### config.mk
export PLATFORM = sky130hd
export DESIGN_NAME = panel_switch_input
export DESIGN_NICKNAME = d
export VERILOG_FILES = /design/src/rtl/panel_switch_input.sv
export SDC_FILE = /design/constraint.sdc
export NUM_CORES = 1
export LEC_CHECK = 0
export ABC_AREA = 1
export BUFFER_PORTS_ARGS = -buffer_cell sky130_fd_sc_hd__buf_2
export CAP_MARGIN = 20
export CELL_PAD_IN_SITES_DETAIL_PLACEMENT = 1
export CELL_PAD_IN_SITES_GLOBAL_PLACEMENT = 1
export CORE_MARGIN = 4
export CORE_UTILIZATION = 40
export CTS_CLUSTER_DIAMETER = 150
export DETAILED_ROUTE_END_ITERATION = 10
export PLACE_DENSITY = 0.81
export SLEW_MARGIN = 5
export SYNTH_ARGS = -nofsm -noshare
export SYNTH_HDL_FRONTEND = slang
export SYNTH_SLANG_ARGS = --single-unit
### constraint.sdc
create_clock -name clk -period 1.45 [get_ports clk]
set_input_delay 0.0725 -clock clk [delete_from_list [all_inputs] [get_ports clk]]
set_output_delay 0.0725 -clock clk [all_outputs]
set_load 0.01 [all_outputs]
### src/rtl/panel_switch_input.sv
// Front-panel switch input for the Altair 8800 core.
// Five push-buttons are synchronized and debounced, and their press events
// steer a cursor over the 16 toggle switches (row 0) and the 8 momentary
// control switches (row 1). Select toggles an address switch or issues a
// control command to the sequencer over a valid/ready handshake.

// Per-button synchronizer + debouncer + rising-edge press detector.
module panel_switch_debounce #(
  parameter int DEBOUNCE_CYCLES = 250000
) (
  input  logic clk,
  input  logic reset,
  input  logic raw,
  output logic press
);
  localparam int CNT_W = $clog2(DEBOUNCE_CYCLES);
  localparam logic [CNT_W-1:0] TERM = CNT_W'(DEBOUNCE_CYCLES - 1);

  logic [1:0]       sync;
  logic             deb;
  logic             deb_q;
  logic [CNT_W-1:0] cnt;

  // Two-flop synchronizer; sync[1] is the metastability-safe sample.
  always_ff @(posedge clk or negedge reset) begin
    if (!reset) sync <= '0;
    else        sync <= {sync[0], raw};
  end

  // Count consecutive samples that disagree with the accepted level; flip
  // the accepted level once DEBOUNCE_CYCLES disagreeing samples are seen.
  always_ff @(posedge clk or negedge reset) begin
    if (!reset) begin
      cnt <= '0;
      deb <= 1'b0;
    end else if (sync[1] == deb) begin
      cnt <= '0;
    end else if (cnt == TERM) begin
      cnt <= '0;
      deb <= ~deb;
    end else begin
      cnt <= cnt + 1'b1;
    end
  end

  // Previous accepted level, for edge detection.
  always_ff @(posedge clk or negedge reset) begin
    if (!reset) deb_q <= 1'b0;
    else        deb_q <= deb;
  end

  // One-cycle pulse on press only; releases are silent.
  assign press = deb & ~deb_q;
endmodule

// Top level: cursor, toggle switches and control command handshake.
module panel_switch_input #(
  parameter int DEBOUNCE_CYCLES = 250000
) (
  input  logic        clk,
  input  logic        reset,
  input  logic        btn_up,
  input  logic        btn_down,
  input  logic        btn_left,
  input  logic        btn_right,
  input  logic        btn_select,
  output logic [15:0] addr_sw,
  output logic        cursor_row,
  output logic [3:0]  cursor_col,
  output logic        ctrl_valid,
  output logic [2:0]  ctrl_code,
  input  logic        ctrl_ready
);
  localparam int NUM_BTN = 5;
  localparam int B_SEL   = 0;
  localparam int B_RIGHT = 1;
  localparam int B_LEFT  = 2;
  localparam int B_DOWN  = 3;
  localparam int B_UP    = 4;

  typedef enum logic [2:0] {
    EV_NONE, EV_UP, EV_DOWN, EV_LEFT, EV_RIGHT, EV_SEL
  } ev_e;

  logic [NUM_BTN-1:0] btn_raw;
  logic [NUM_BTN-1:0] press;
  ev_e                ev;
  logic [3:0]         col_inc;
  logic [3:0]         col_dec;

  assign btn_raw = {btn_up, btn_down, btn_left, btn_right, btn_select};

  // One debouncer per button.
  for (genvar i = 0; i < NUM_BTN; i++) begin : g_btn
    panel_switch_debounce #(.DEBOUNCE_CYCLES(DEBOUNCE_CYCLES)) u_db (
      .clk   (clk),
      .reset (reset),
      .raw   (btn_raw[i]),
      .press (press[i])
    );
  end

  // Pick a single event per cycle; lower-priority coincident presses are lost.
  always_comb begin
    ev = EV_NONE;
    if      (press[B_UP])    ev = EV_UP;
    else if (press[B_DOWN])  ev = EV_DOWN;
    else if (press[B_LEFT])  ev = EV_LEFT;
    else if (press[B_RIGHT]) ev = EV_RIGHT;
    else if (press[B_SEL])   ev = EV_SEL;
  end

  // Column step with row-dependent wrap: mod 16 on toggles, mod 8 on controls.
  always_comb begin
    col_inc = cursor_col + 4'd1;
    col_dec = cursor_col - 4'd1;
    if (cursor_row) begin
      col_inc = {1'b0, cursor_col[2:0] + 3'd1};
      col_dec = {1'b0, cursor_col[2:0] - 3'd1};
    end
  end

  // Cursor movement; entering the 8-wide control row clamps the column.
  always_ff @(posedge clk or negedge reset) begin
    if (!reset) begin
      cursor_row <= 1'b0;
      cursor_col <= 4'd0;
    end else begin
      case (ev)
        EV_UP, EV_DOWN: begin
          cursor_row <= ~cursor_row;
          if (!cursor_row && cursor_col > 4'd7) cursor_col <= 4'd7;
        end
        EV_LEFT:  cursor_col <= col_inc;
        EV_RIGHT: cursor_col <= col_dec;
        default: ;
      endcase
    end
  end

  // Select on the toggle row flips the switch under the cursor.
  always_ff @(posedge clk or negedge reset) begin
    if (!reset)                          addr_sw <= 16'h0000;
    else if (ev == EV_SEL && !cursor_row) addr_sw <= addr_sw ^ (16'h0001 << cursor_col);
  end

  // Control command: a pending command blocks new selects until accepted;
  // ctrl_code only loads while idle so it holds steady under valid.
  always_ff @(posedge clk or negedge reset) begin
    if (!reset) begin
      ctrl_valid <= 1'b0;
      ctrl_code  <= 3'd0;
    end else if (ctrl_valid) begin
      if (ctrl_ready) ctrl_valid <= 1'b0;
    end else if (ev == EV_SEL && cursor_row) begin
      ctrl_valid <= 1'b1;
      ctrl_code  <= cursor_col[2:0];
    end
  end
endmodule

=== Word-level counts from Yosys, hierarchy flattened ===
Index checks and enable logic that the tools add are counted.

* Register bits: 135
* Bits of input ports: 8
* Output and inout port bits: 25
* Logic and storage cells: 110

* Add/subtract/negate cells: 9
* Magnitude comparators: 1
* Equal/unequal tests: 16
* Shift-type cells: 1
* Muxes and demuxes: 22
* Bitwise operators: 23
* Reductions and logical operators: 13

{| class="wikitable"
|+ Operators with widths
! kind !! number
|-
| $mux W18 || 10
|-
| $add A18 B1 Y18 const B || 5
|-
| $eq A18 B18 Y1 const B || 5
|-
| $not A1 Y1 || 17
|-
| $shl A1 B4 Y16 const A || 1
|-
| $xor A16 B16 Y16 || 1
|-
| $mux W3 || 5
|-
| $reduce_and A2 Y1 || 7
|-
| $mux W4 || 3
|-
| $pmux W4 S3 || 1
|-
| $eq A3 B2 Y1 const B || 2
|-
| $eq A3 B3 Y1 const B || 2
|-
| $and A1 B1 Y1 || 5
|-
| $eq A1 B1 Y1 || 5
|-
| $add A4 B1 Y4 const B || 1
|-
| $gt A4 B3 Y1 const B || 1
|-
| $sub A4 B1 Y4 const B || 1
|-
| $add A3 B1 Y3 const B || 1
|-
| $eq A3 B1 Y1 const B || 1
|-
| $logic_and A1 B1 Y1 || 3
|-
| $mux W1 || 3
|-
| $reduce_bool A3 Y1 || 1
|-
| $sub A3 B1 Y3 const B || 1
|-
| $ne A2 B2 Y1 const B || 1
|-
| 2 further kinds || 2
|}

=== Longest topological paths before layout ===
* Depth after elaboration: 11
* Mapped depth: 10
* Depth with buffers taken out: 10

=== Modules after synthesis ===
Synthesis repeated with hierarchy kept, for this count alone.

* Cells, all modules: 894
* Area, all modules: 7285.7 µm²

{| class="wikitable"
|+ By module, submodules not included
! module !! times used !! cells each !! area each (µm²) !! sequential area each (µm²)
|-
| panel_switch_debounce || 5 || 141 || 1148.6 || 550.5
|-
| panel_switch_input || 1 || 189 || 1542.7 || 625.6
|}

=== Worst setup path after synthesis ===
No wires, ideal clock.

* Path kind: reg-to-reg
* From: register cursor_col[2]
* To: register cursor_col[2]
* Library setup time: 63 ps
* Arrival: 1516 ps
* Required time: 1387 ps
* Slack: -129 ps
* Cell stages (with the launch flop): 9
* Path buffers: 2
* Clock period less this slack: 1579 ps
* Cells stage by stage: dfrtp_1 -> buf_2 -> inv_1 -> buf_2 -> ha_1 -> or2_2 -> nand3_1 -> nand2_1 -> inv_1

* Cells in the longest elaborated chain, start to end: 4
* Elaborated cells between the ends (all ways): 11
* Those cells by class: 4 x add/sub; 1 x order compare; 1 x eq/ne; 3 x mux; 2 x reduce/logical

{| class="wikitable"
|+ RTL lines
! what !! RTL line !! text
|-
| start: declaration || 69 || <nowiki>output logic [3:0] cursor_col,</nowiki>
|-
| start signal: assignment || 134 || <nowiki>EV_LEFT: cursor_col <= col_inc;</nowiki>
|-
| start signal: assignment || 135 || <nowiki>EV_RIGHT: cursor_col <= col_dec;</nowiki>
|-
| $gt A4 B3 Y1 || 132 || <nowiki>if (!cursor_row && cursor_col > 4'd7) cursor_col <= 4'd7;</nowiki>
|-
| $logic_and A1 B1 Y1 || 132 ||
|-
| $ne A2 B2 Y1 (no source line) || -- ||
|-
| $reduce_and A2 Y1 (no source line) || -- ||
|}

Several ways; a longest one is shown, not always the timed one.
A chain may end at the register's enable or synchronous reset.

=== Worst setup path after layout ===
* From: register g_btn[3].u_db.cnt[10]
* To: register g_btn[3].u_db.cnt[3]

* Cells in the longest elaborated chain, start to end: 3

{| class="wikitable"
|+ RTL lines
! what !! RTL line !! text
|-
| start: declaration || 22 || <nowiki>logic [CNT_W-1:0] cnt;</nowiki>
|-
| start signal: assignment || 42 || <nowiki>cnt <= cnt + 1'b1;</nowiki>
|-
| $eq A18 B18 Y1 || 38 || <nowiki>end else if (cnt == TERM) begin</nowiki>
|-
| $mux W18 || 38 ||
|-
| $mux W18 || 36 || <nowiki>end else if (sync[1] == deb) begin</nowiki>
|}

No other way between the ends.

==> metrics <==
CTS sink count approximately 140; nets 1155; reg2reg end g_btn[3].u_db.cnt[3]; Synth async-reset ratio 1.000; Sum Neg Setup Slack -0.4789 ns; skew final between 0.01 and 0.015 ns; Core Footprint 0.01802 mm2; register clock-pin slew on the reported worst setup and hold paths roughly 0.060 ns; RSZ-0062 raised after global routing true; layout cell share with drive strength beyond 1 0.2816; hold crit path type primary input to asynchronous set/reset pin; Sw Share 0.2293; First-pass DRT Iterations 4; clock share of power 0.515; die width between 100 and 150 um; leak pwr around 4.4 nW; Reg power frac 0.440; Peak VDD IR a little over 0.8 mV; worst-path cell chain inv_1 > nand2_1 > nor2_1 > nand2_1 > inv_1 > nand4_1 > nand2_2 > buf_12 > nor2_2; sw power between 2 and 2.5 mW; TritonCTS clock tree yes; GP Congestion 0.8712; mapped cell area about 0.0074 mm2; first-pass GRT wire length 34.90 mm; clk root buf clkbuf_16; slew margin rel. 0.7192; slowest cell on the critical path dfrtp_1; Synth-to-Final Area Change 33.66%; worst-path maximum fanout 6; Comb pwr share 0.044; CTS Buf Count 17; failing checks negative setup slack; via/cell ratio approximately 5; wire per inst approximately 17 um; port bufs 32; GRT Total Usage 0.2108; Critical Path AT around 1.8 ns; Power Internal ~6.7 mW; largest net degree at the start of global routing 52; Cell variety after synth 33; synth warn 0; Clock Latency Late Sink between 0.4 and 0.5 ns; sequential area share after synthesis 0.4588; Setup Viol. Count Final 24; Synth area leader dfrtp_1; worst reg2reg startpoint g_btn[3].u_db.cnt[10]; Synth Instances just under 1000; fmax about 670 MHz; Worst Reg-to-Reg Cells 9; Adder-Cell Fraction of Synth Area 0.02039; Fillers between 2000 and 2500; # IOs 33; Worst Setup Start Kind flip-flop; fin crit period approximately 1.5 ns; CP Buf/Inv Count 3; Simple-Gate Fraction of Synth Area 0.3257; period utilization 1.035; Critical Path RT between 1.5 and 2 ns; element type at the critical path end flip-flop; outcome finished with violations; Synth Net Count between 900 and 1000; Synth Area in Compound Gates 0.03670; Max Cap Viol 0; Slew Limit Fails 0; max incr delay on CP ~0.4 ns; Final Hold Fails 0; Die Ht approximately 140 um; Final Cell Area ~0.01 mm2; multiplexer share of the synthesized area 0; initial drt markers 226; post-synth top area share 0.4588; Post-DP HPWL roughly 15 mm; count of state elements after synthesis 135; combinational family with the most area after synthesis simple AND/OR/NAND/NOR gates; Area contributors post-synth dfrtp_1 46%, nand2_1 11%, nor2_1 9.9%; initial antenna violation count 0; residual DRC count 0; Crit Path Class flip-flop to flip-flop; Power Dens Cells ~890 mW/mm2; dpl cell area ~0.0084 mm2; Avg Cell Area, Syn roughly 7.5 um2; num rows slightly below 50; vias in the first global route roughly 7400; number of H-tree levels 4; WL final 23.08 mm; die area 0.02064 mm2; delay-heaviest family, CP simple AND/OR/NAND/NOR gates; ys flop type dfrtp_1; clock buffer depth 2; DRT antenna net count 0; via count roughly 7000; Setup WS post-layout -0.05088 ns; Post-synth EDFFs 0; starting density of the core 0.4085; total grt overflow 0; worst slew pin tran around 0.42 ns; FF-to-FF setup slack -0.05 ns; xor/xnor share of the synthesized area 0.08326; ANT cells 0
## power by group through the flow
stage / clock network, mW / registers [mW] / logic [mW]
global route: 4.78 / 3.86 / 0.435
finish: 4.51 / 3.85 / 0.387
floorplan: 0 / 3.91 / 0.102
CTS: 4.54 / 3.85 / 0.340
global placement: 0 / 3.91 / 0.306
detailed placement: 0 / 3.92 / 0.317
## cell usage after synthesis (2+ instances only)
master / n
nand4_1: 22
xor2_1: 57
nor3_1: 33
and2_1: 2
o21ai_0: 29
o21bai_1: 4
nor2_1: 195
nor2_2: 4
nand3_1: 75
a21oi_1: 12
nand2_1: 223
inv_1: 131
and3_1: 4
buf_2: 4
buf_6: 2
nand3_2: 2
ha_1: 12
nand2_2: 2
xnor2_1: 13
nor3b_1: 2
or2_2: 2
dfrtp_1: 135
## worst max-delay path by stage
stage / cells past startpoint / slack, ns / to / from
floorplan: 8 / 0.02 / cursor_col[2] / cursor_col[2]
global placement: 9 / -0.02 / g_btn[1].u_db.cnt[14] / g_btn[1].u_db.cnt[0]
detailed placement: 7 / -0.06 / g_btn[2].u_db.cnt[16] / g_btn[2].u_db.cnt[0]
CTS: 7 / -0.01 / g_btn[3].u_db.cnt[3] / g_btn[3].u_db.cnt[6]
global route: 9 / -0.14 / addr_sw[6] / g_btn[0].u_db.deb
finish: 9 / -0.05 / g_btn[3].u_db.cnt[3] / g_btn[3].u_db.cnt[10]
## layout by cell type, fill, tap and decap left out, types with 3 or more instances in the layout
master	instances
nand2_1	198
nor2_1	158
dfrtp_1	119
inv_1	116
buf_4	97
nand3_1	56
xor2_1	54
buf_2	31
nor2_2	30
nor3_1	26
nand2_2	25
nand4_1	22
clkbuf_16	18
o21ai_1	17
nand3_2	16
dfrtp_2	16
inv_2	14
xnor2_1	13
nor2_4	12
o21ai_0	11
buf_6	8
a21oi_2	7
nor3_2	7
dlygate4sd3_1	7
ha_2	6
nand3_4	5
a21oi_1	5
ha_1	5
o21bai_1	4
clkinv_2	4
buf_12	4
xor2_2	3
clkbuf_1	3
bufinv_16	3
## layer usage
metal  wire length [um]  GRT usage
met5                  0          0
met3                602    0.04260
met1               9662     0.2532
met4                460    0.07681
met2              12350     0.3741
## worst reg2reg max path: stages, from the launching register on
cell and delay (ns):
dfrtp_1 0.40, inv_1 0.09, nand2_1 0.07, nor2_1 0.09, nand2_1 0.10, inv_1 0.08, nand4_1 0.19, nand2_2 0.19
buf_12 0.15, nor2_2 0.04
## what timing repair did
action / CTS / global route
gates cloned: 0 / 2
buffers inserted: 3 / 26
resized for setup: 19 / 164
pin swaps: 3 / 43
endpoints found under the setup margin: 59 / 97
endpoints found under the hold margin: 141 / 0
hold buffers: 7 / 0
## area by class of cell
class	instances	area (um2)	area share
Inverter	133	504.2	0.05123
Tap cell	229	286.5	0.02911
Multi-Input combinational cell	700	3915	0.3978
Clock buffer	22	464.2	0.04716
Clock inverter	9	125.1	0.01271
Timing Repair Buffer	148	1149	0.1167
Sequential cell	135	3398	0.3453
## stage by stage
step,std cells,utilization,total power [mW],setup WS [ns],hold slack [ns]
6_report,1376,0.5460,8.750,-0.05088,0.01530
5_1_grt,1376,0.5460,9.076,-0.1367,0.03321
4_1_cts,1351,0.5088,8.732,-0.01225,0.008996
3_5_place_dp,1310,0.4676,4.234,-0.06463,-0.1009
3_3_place_gp,1310,0.4676,4.221,-0.01734,-0.1013
2_1_floorplan,976,-,4.016,0.02266,-0.2231
## flip-flops by register name, summed over array words and instances (netlist names)
name and count:
g_btn.u_db.cnt 90, addr_sw 16, g_btn.u_db.sync 10, g_btn.u_db.deb 5
g_btn.u_db.deb_q 5, cursor_col 4, ctrl_code 3, ctrl_valid 1
cursor_row 1
## cells by family (layout without fill, tap and decap cells)
| group | Yosys count | after routing |
|---|---|---|
| AO/OA/AOI/OAI | 49 | 49 |
| XOR/XNOR | 70 | 70 |
| adder cells (fa/ha/maj) | 12 | 12 |
| buffers and inverters | 141 | 312 |
| flip-flops | 135 | 135 |
| AND/OR/NAND/NOR | 569 | 569 |
No activity file was read; power rests on OpenSTA's default activity.
